`src/rtl/agen_burst.sv`:
```
// ---------------------------------------------------------------------------
// agen_burst -- burst address generator
//
// Purpose:
//   Accepts one addressing request (base, scaled index, displacement, mode),
//   computes the effective address in a single CALC cycle, then emits one
//   memory address per beat under a valid/ready handshake.
//   - The address steps up (dir=0) or down (dir=1) by esize bytes per beat.
//   - After the final beat a one-cycle strobe carries the base-register
//     writeback value for the addressing mode.
//   All arithmetic wraps modulo 2^AWID.
//
// Ports:
//   clk_i, rst_i        clock, synchronous active-high reset
//   req_valid_i/ready_o request handshake; the fields below are sampled at
//                       acceptance only
//   base_i, index_i,    address operands (AWID bits)
//   disp_i
//   scale_i             index scale selector (0..4 shift, 5/6/7 = x5/x10/x15)
//   mode_i              0 plain, 1 pre-decrement, 2 post-increment,
//                       3 writeback of the effective address
//   beats_i             beat count, 0 is treated as 1
//   dir_i               0 ascending, 1 descending
//   esize_i             element stride in bytes
//   ma_o/ma_valid_o/    beat address stream with handshake, final-beat flag
//   ma_ready_i/ma_last_o and beat number
//   ma_idx_o
//   res2_o/res2_valid_o base-register writeback value and its strobe
//   abort_i             synchronous cancel of the current burst
//   busy_o              high while a burst is in progress
// ---------------------------------------------------------------------------
module agen_burst #(
  parameter int AWID = 80,
  parameter int CNTW = 5
) (
  input  logic            clk_i,
  input  logic            rst_i,
  input  logic            req_valid_i,
  output logic            req_ready_o,
  input  logic [AWID-1:0] base_i,
  input  logic [AWID-1:0] index_i,
  input  logic [AWID-1:0] disp_i,
  input  logic [2:0]      scale_i,
  input  logic [1:0]      mode_i,
  input  logic [CNTW-1:0] beats_i,
  input  logic            dir_i,
  input  logic [4:0]      esize_i,
  output logic [AWID-1:0] ma_o,
  output logic            ma_valid_o,
  input  logic            ma_ready_i,
  output logic            ma_last_o,
  output logic [CNTW-1:0] ma_idx_o,
  output logic [AWID-1:0] res2_o,
  output logic            res2_valid_o,
  input  logic            abort_i,
  output logic            busy_o
);

  typedef enum logic [1:0] {
    IDLE = 2'd0,
    CALC = 2'd1,
    EMIT = 2'd2
  } state_t;

  state_t state_reg;

  // Request fields captured at acceptance.
  logic [AWID-1:0] base_reg;
  logic [AWID-1:0] index_reg;
  logic [AWID-1:0] disp_reg;
  logic [2:0]      scale_reg;
  logic [1:0]      mode_reg;
  logic [CNTW-1:0] beats_reg;
  logic            dir_reg;
  logic [4:0]      esize_reg;

  // Effective address, produced in CALC.
  logic [AWID-1:0] ea_reg;

  // Scaled-index and weight candidates for each scale code; the registered
  // scale selects one. The x5/x10/x15 products are constant multiplies.
  logic [AWID-1:0] sx_cand [8];
  logic [AWID-1:0] dx_cand [8];

  genvar gi;
  generate
    for (gi = 0; gi < 8; gi++) begin : g_scale
      if (gi < 5) begin : g_shift
        assign sx_cand[gi] = index_reg << gi;
        assign dx_cand[gi] = AWID'(1) << gi;
      end else begin : g_mul
        localparam int unsigned MULT = (gi == 5) ? 5 : ((gi == 6) ? 10 : 15);
        assign sx_cand[gi] = index_reg * AWID'(MULT);
        assign dx_cand[gi] = AWID'(MULT);
      end
    end
  endgenerate

  logic [AWID-1:0] sx;
  logic [AWID-1:0] dx;
  logic [AWID-1:0] ea_next;
  logic [AWID-1:0] stride;
  logic [AWID-1:0] step_addr;
  logic [CNTW-1:0] idx_inc;
  logic [CNTW-1:0] last_idx;
  logic [AWID-1:0] res2_next;

  assign sx = sx_cand[scale_reg];
  assign dx = dx_cand[scale_reg];

  // Pre-decrement folds the weight into the effective address itself.
  assign ea_next = base_reg + sx + disp_reg - ((mode_reg == 2'd1) ? dx : '0);

  // Successive beats are formed incrementally from the current address, which
  // equals ea +/- n*esize modulo 2^AWID.
  assign stride    = AWID'(esize_reg);
  assign step_addr = dir_reg ? (ma_o - stride) : (ma_o + stride);
  assign idx_inc   = ma_idx_o + 1'b1;
  assign last_idx  = beats_reg - 1'b1;

  always_comb begin
    res2_next = base_reg;
    case (mode_reg)
      2'd0:    res2_next = base_reg;
      2'd1:    res2_next = base_reg - dx;
      2'd2:    res2_next = base_reg + dx;
      default: res2_next = ea_reg;
    endcase
  end

  assign req_ready_o = (state_reg == IDLE) && !rst_i;

  always_ff @(posedge clk_i) begin
    if (rst_i) begin
      state_reg    <= IDLE;
      base_reg     <= '0;
      index_reg    <= '0;
      disp_reg     <= '0;
      scale_reg    <= '0;
      mode_reg     <= '0;
      beats_reg    <= '0;
      dir_reg      <= 1'b0;
      esize_reg    <= '0;
      ea_reg       <= '0;
      ma_o         <= '0;
      ma_valid_o   <= 1'b0;
      ma_last_o    <= 1'b0;
      ma_idx_o     <= '0;
      res2_o       <= '0;
      res2_valid_o <= 1'b0;
      busy_o       <= 1'b0;
    end else begin
      // The writeback strobe is a single-cycle pulse.
      res2_valid_o <= 1'b0;

      case (state_reg)
        IDLE: begin
          if (req_valid_i) begin
            base_reg  <= base_i;
            index_reg <= index_i;
            disp_reg  <= disp_i;
            scale_reg <= scale_i;
            mode_reg  <= mode_i;
            beats_reg <= (beats_i == '0) ? CNTW'(1) : beats_i;
            dir_reg   <= dir_i;
            esize_reg <= esize_i;
            state_reg <= CALC;
            busy_o    <= 1'b1;
          end
        end

        CALC: begin
          if (abort_i) begin
            state_reg <= IDLE;
            busy_o    <= 1'b0;
          end else begin
            ea_reg    <= ea_next;
            state_reg <= EMIT;
          end
        end

        EMIT: begin
          if (abort_i) begin
            // A handshake coincident with abort still counts as transferred;
            // the writeback is simply never issued.
            state_reg  <= IDLE;
            ma_valid_o <= 1'b0;
            busy_o     <= 1'b0;
          end else if (!ma_valid_o) begin
            // First EMIT cycle: present beat 0 from the registered address.
            ma_o       <= ea_reg;
            ma_idx_o   <= '0;
            ma_last_o  <= (beats_reg == CNTW'(1));
            ma_valid_o <= 1'b1;
          end else if (ma_ready_i) begin
            if (ma_last_o) begin
              state_reg    <= IDLE;
              ma_valid_o   <= 1'b0;
              busy_o       <= 1'b0;
              res2_o       <= res2_next;
              res2_valid_o <= 1'b1;
            end else begin
              ma_o      <= step_addr;
              ma_idx_o  <= idx_inc;
              ma_last_o <= (idx_inc == last_idx);
            end
          end
        end

        default: begin
          state_reg  <= IDLE;
          ma_valid_o <= 1'b0;
          busy_o     <= 1'b0;
        end
      endcase
    end
  end

endmodule
```
`config.mk`:
```
export PLATFORM = sky130hd
export DESIGN_NAME = agen_burst
export DESIGN_NICKNAME = d
export VERILOG_FILES = /design/src/rtl/agen_burst.sv
export SDC_FILE = /design/constraint.sdc
export NUM_CORES = 2
export LEC_CHECK = 0
export CELL_PAD_IN_SITES_DETAIL_PLACEMENT = 1
export CELL_PAD_IN_SITES_GLOBAL_PLACEMENT = 1
export CORE_MARGIN = 3
export CORE_UTILIZATION = 35
export CTS_CLUSTER_SIZE = 20
export DETAILED_ROUTE_END_ITERATION = 8
export GPL_ROUTABILITY_DRIVEN = 0
export PLACE_DENSITY_LB_ADDON = 0.1
export SLEW_MARGIN = 20
export SYNTH_ARGS = -nofsm -noshare
export SYNTH_HDL_FRONTEND = slang
export SYNTH_SLANG_ARGS = --single-unit
export TNS_END_PERCENT = 30
```
`constraint.sdc`:
```
create_clock -name clk_i -period 7.6 [get_ports clk_i]
set_clock_uncertainty 0.15 [all_clocks]
set_input_delay 1.14 -clock clk_i [delete_from_list [all_inputs] [get_ports clk_i]]
set_output_delay 1.14 -clock clk_i [all_outputs]
set_load 0.005 [all_outputs]
```
==> metrics.csv <==
metric,value,unit
syn_area,55650,µm²
coreArea,157100,µm²
cts-htree-levels,3,
end_kind,flip-flop,
numCtsBuffers,71,
tightest_slew,1048,ps
p_leak,30.57,nW
cpPeakStageDelay,530,ps
synthTopCellsByArea,"dfxtp_1 18%, ha_1 12%, a21oi_1 9.1%, fa_1 8.6%, nand2_1 7.4%",
ys_ff_latch,507,
max_freq,127.5,MHz
setup_viol,8,
drive_gt1_share,15.56,%
violations,negative setup slack,
crit_slowest_cell,fa_1,
yosys_most_used_dff,dfxtp_1,
dp_cells,10270,
vias_per_cell,5.622,
drt_wl_total,242900,µm
num_io_pins,431,
status,"finished, violations left",
dp_hpwl,195800,µm
async_flop_share,0,%
slew_headroom,29.73,%
io_buffers,430,
hp-class,reg -> reg,
dr.first_iter.drc_count,3937,
die_h,404.8,µm
critical_path.max_fanout,5,
area_delta_synth_final,27.79,%
met3_usage,3.069,%
cp.arrival,8220,ps
combPwrFrac,56.4,%
clkTransAtPathRegs,60,ps
worst_ep_required_time,7970,ps
fin_area,71120,µm²
yosys.area.top_type,dfxtp_1,
grtUsageMet2,44.30,%
die_w,404.8,µm
layout.cells.non_filler,10450,
syn_area_per_cell,7.471,µm²
grt_overflow_total,0,
antenna_found_initial,0,
cap_violations,0,
ir_drop,0.1871,mV
dieArea,163800,µm²
rsz0062_at_grt,yes,
synth_edf_count,0,
grt_use_met1,41.28,%
utilization,45.27,%
first_pass_iters,5,
clock-sinks,507,
p_sw_share,42.35,%
drtAntennaViolNets,0,
grt_pass1_vias,60030,
hold_ws,299.4,ps
syn_nets,8504,
critPathKind,reg -> reg,
ys_warn_count,0,
place_area,66830,µm²
synth_top_area_share,18.24,%
num-fill-cells,19210,
start_kind,flip-flop,
synthCells,7449,
clock_latency,690,ps
netSwitchingPower,6.357,mW
cpMostUsedCell,a21o_1,
grt-busiest-layer,met2,
clockBufferDepth,3,
cts_root_buffer,clkbuf_16,
finalCriticalPeriod,7843,ps
seq_power_share,20.0,%
initial_utilization,35.42,%
grt.total_usage,28.62,%
yosysMostFrequentCell,nand2_1,
worst_slack,-242.7,ps
min_period_over_period,103.2,%
rows,145,
cts_tree,yes,
ys_top_cells_by_count,"1,096 x nand2_1, 1,013 x a21oi_1, 648 x inv_1",
p_per_area,211.1,nW/µm²
route.detailed.drc,0,
clockPowerShare,23.6,%
hold_viol_final,0,
final_nets,9395,
grt_max_degree,191,
p_int,8.654,mW
grt_pass1_wl,365100,µm
vias,58770,
slew_viol_final,0,
synth_cell_types,99,
ctsHoldBuffers,0,
seq_area_frac_synth,18.24,%
wire_per_inst,23.23,µm
## layout make-up
| class | instances | area, µm² | share of cell area (%) |
|---|---|---|---|
| diodes | 1 | 2.502 | 0.003519 |
| clock buffers | 102 | 2086 | 2.933 |
| clock inverters | 26 | 342.8 | 0.4820 |
| inverters | 652 | 2450 | 3.445 |
| multi-input cells | 5849 | 42810 | 60.20 |
| flip-flops and latches | 507 | 10190 | 14.33 |
| well taps | 2058 | 2575 | 3.621 |
| repair buffers | 1259 | 10660 | 14.99 |
## critical path, delay by kind of cell, from the launching register on
kind | cells | cell delay [ps]
simple gates | 4 | 680
mux | 1 | 530
flops | 1 | 360
compound gates | 18 | 3420
buf+inv | 4 | 310
fa+ha+maj | 5 | 2060
xor+xnor | 1 | 170
## metal layers
layer	share of wire [%]	vias up
met5	0	-
met4	3.5	0
met3	5.3	324
met2	43	1562
met1	48	28890
li1	-	27990
## timing repair
| item | CTS | global route |
|---|---|---|
| buffers inserted | 31 | 26 |
| pin swaps | 94 | 109 |
| setup endpoints to repair | 32 | 45 |
| resized for setup | 138 | 214 |
## cell families (layout without fill, tap and decap cells)
kind of cell,Yosys count,count (layout),synth area share [%]
buffers and inverters,1093,2039,7.390
multiplexers,167,167,3.842
flip-flops,507,507,18.24
adder cells (fa/ha/maj),794,794,21.09
AND/OR/NAND/NOR,2122,2122,16.73
AO/OA/AOI/OAI,2400,2400,26.96
XOR/XNOR,366,366,5.760
other,0,1,0
## through the flow
step                      total power, mW  setup slack (ps)  TNS [ps]
after floorplan                     7.590             37.63         0
after global placement              10.62            -520.4     -6142
after detailed placement            10.79            -633.7    -10620
after CTS                           14.66            -259.4     -1095
after global routing                16.00            -555.2     -8580
final                               15.01            -242.7    -849.3
## final timing paths
check | start | end | slack, ps | cells after the start
worst max-delay path | index_reg[4] | ea_reg[77] | -240 | 33
worst max register to register | index_reg[4] | ea_reg[77] | -240 | 33
worst min register to register | res2_o[16] | res2_o[16] | 300 | 2
worst min-delay path | res2_o[16] | res2_o[16] | 300 | 2
## power groups by stage
stage	Combinational (mW)	Clock, mW	Sequential, mW
floorplan	4.63	0	2.96
global placement	7.58	0	3.04
detailed placement	7.74	0	3.05
CTS	8.03	3.63	2.99
global route	9.25	3.73	3.01
finish	8.47	3.54	3.00
## cell usage in the layout, fill, tap and decap left out, types with 228 or more instances in the layout
master,instances
nand2_1,1086
a21oi_1,963
buf_4,805
inv_1,611
ha_1,517
dfxtp_1,485
clkdlybuf4s50_1,429
nor2_1,417
o21ai_0,302
xnor2_1,240
fa_1,236
a21o_1,228
Power figures use the tool's default switching activity.
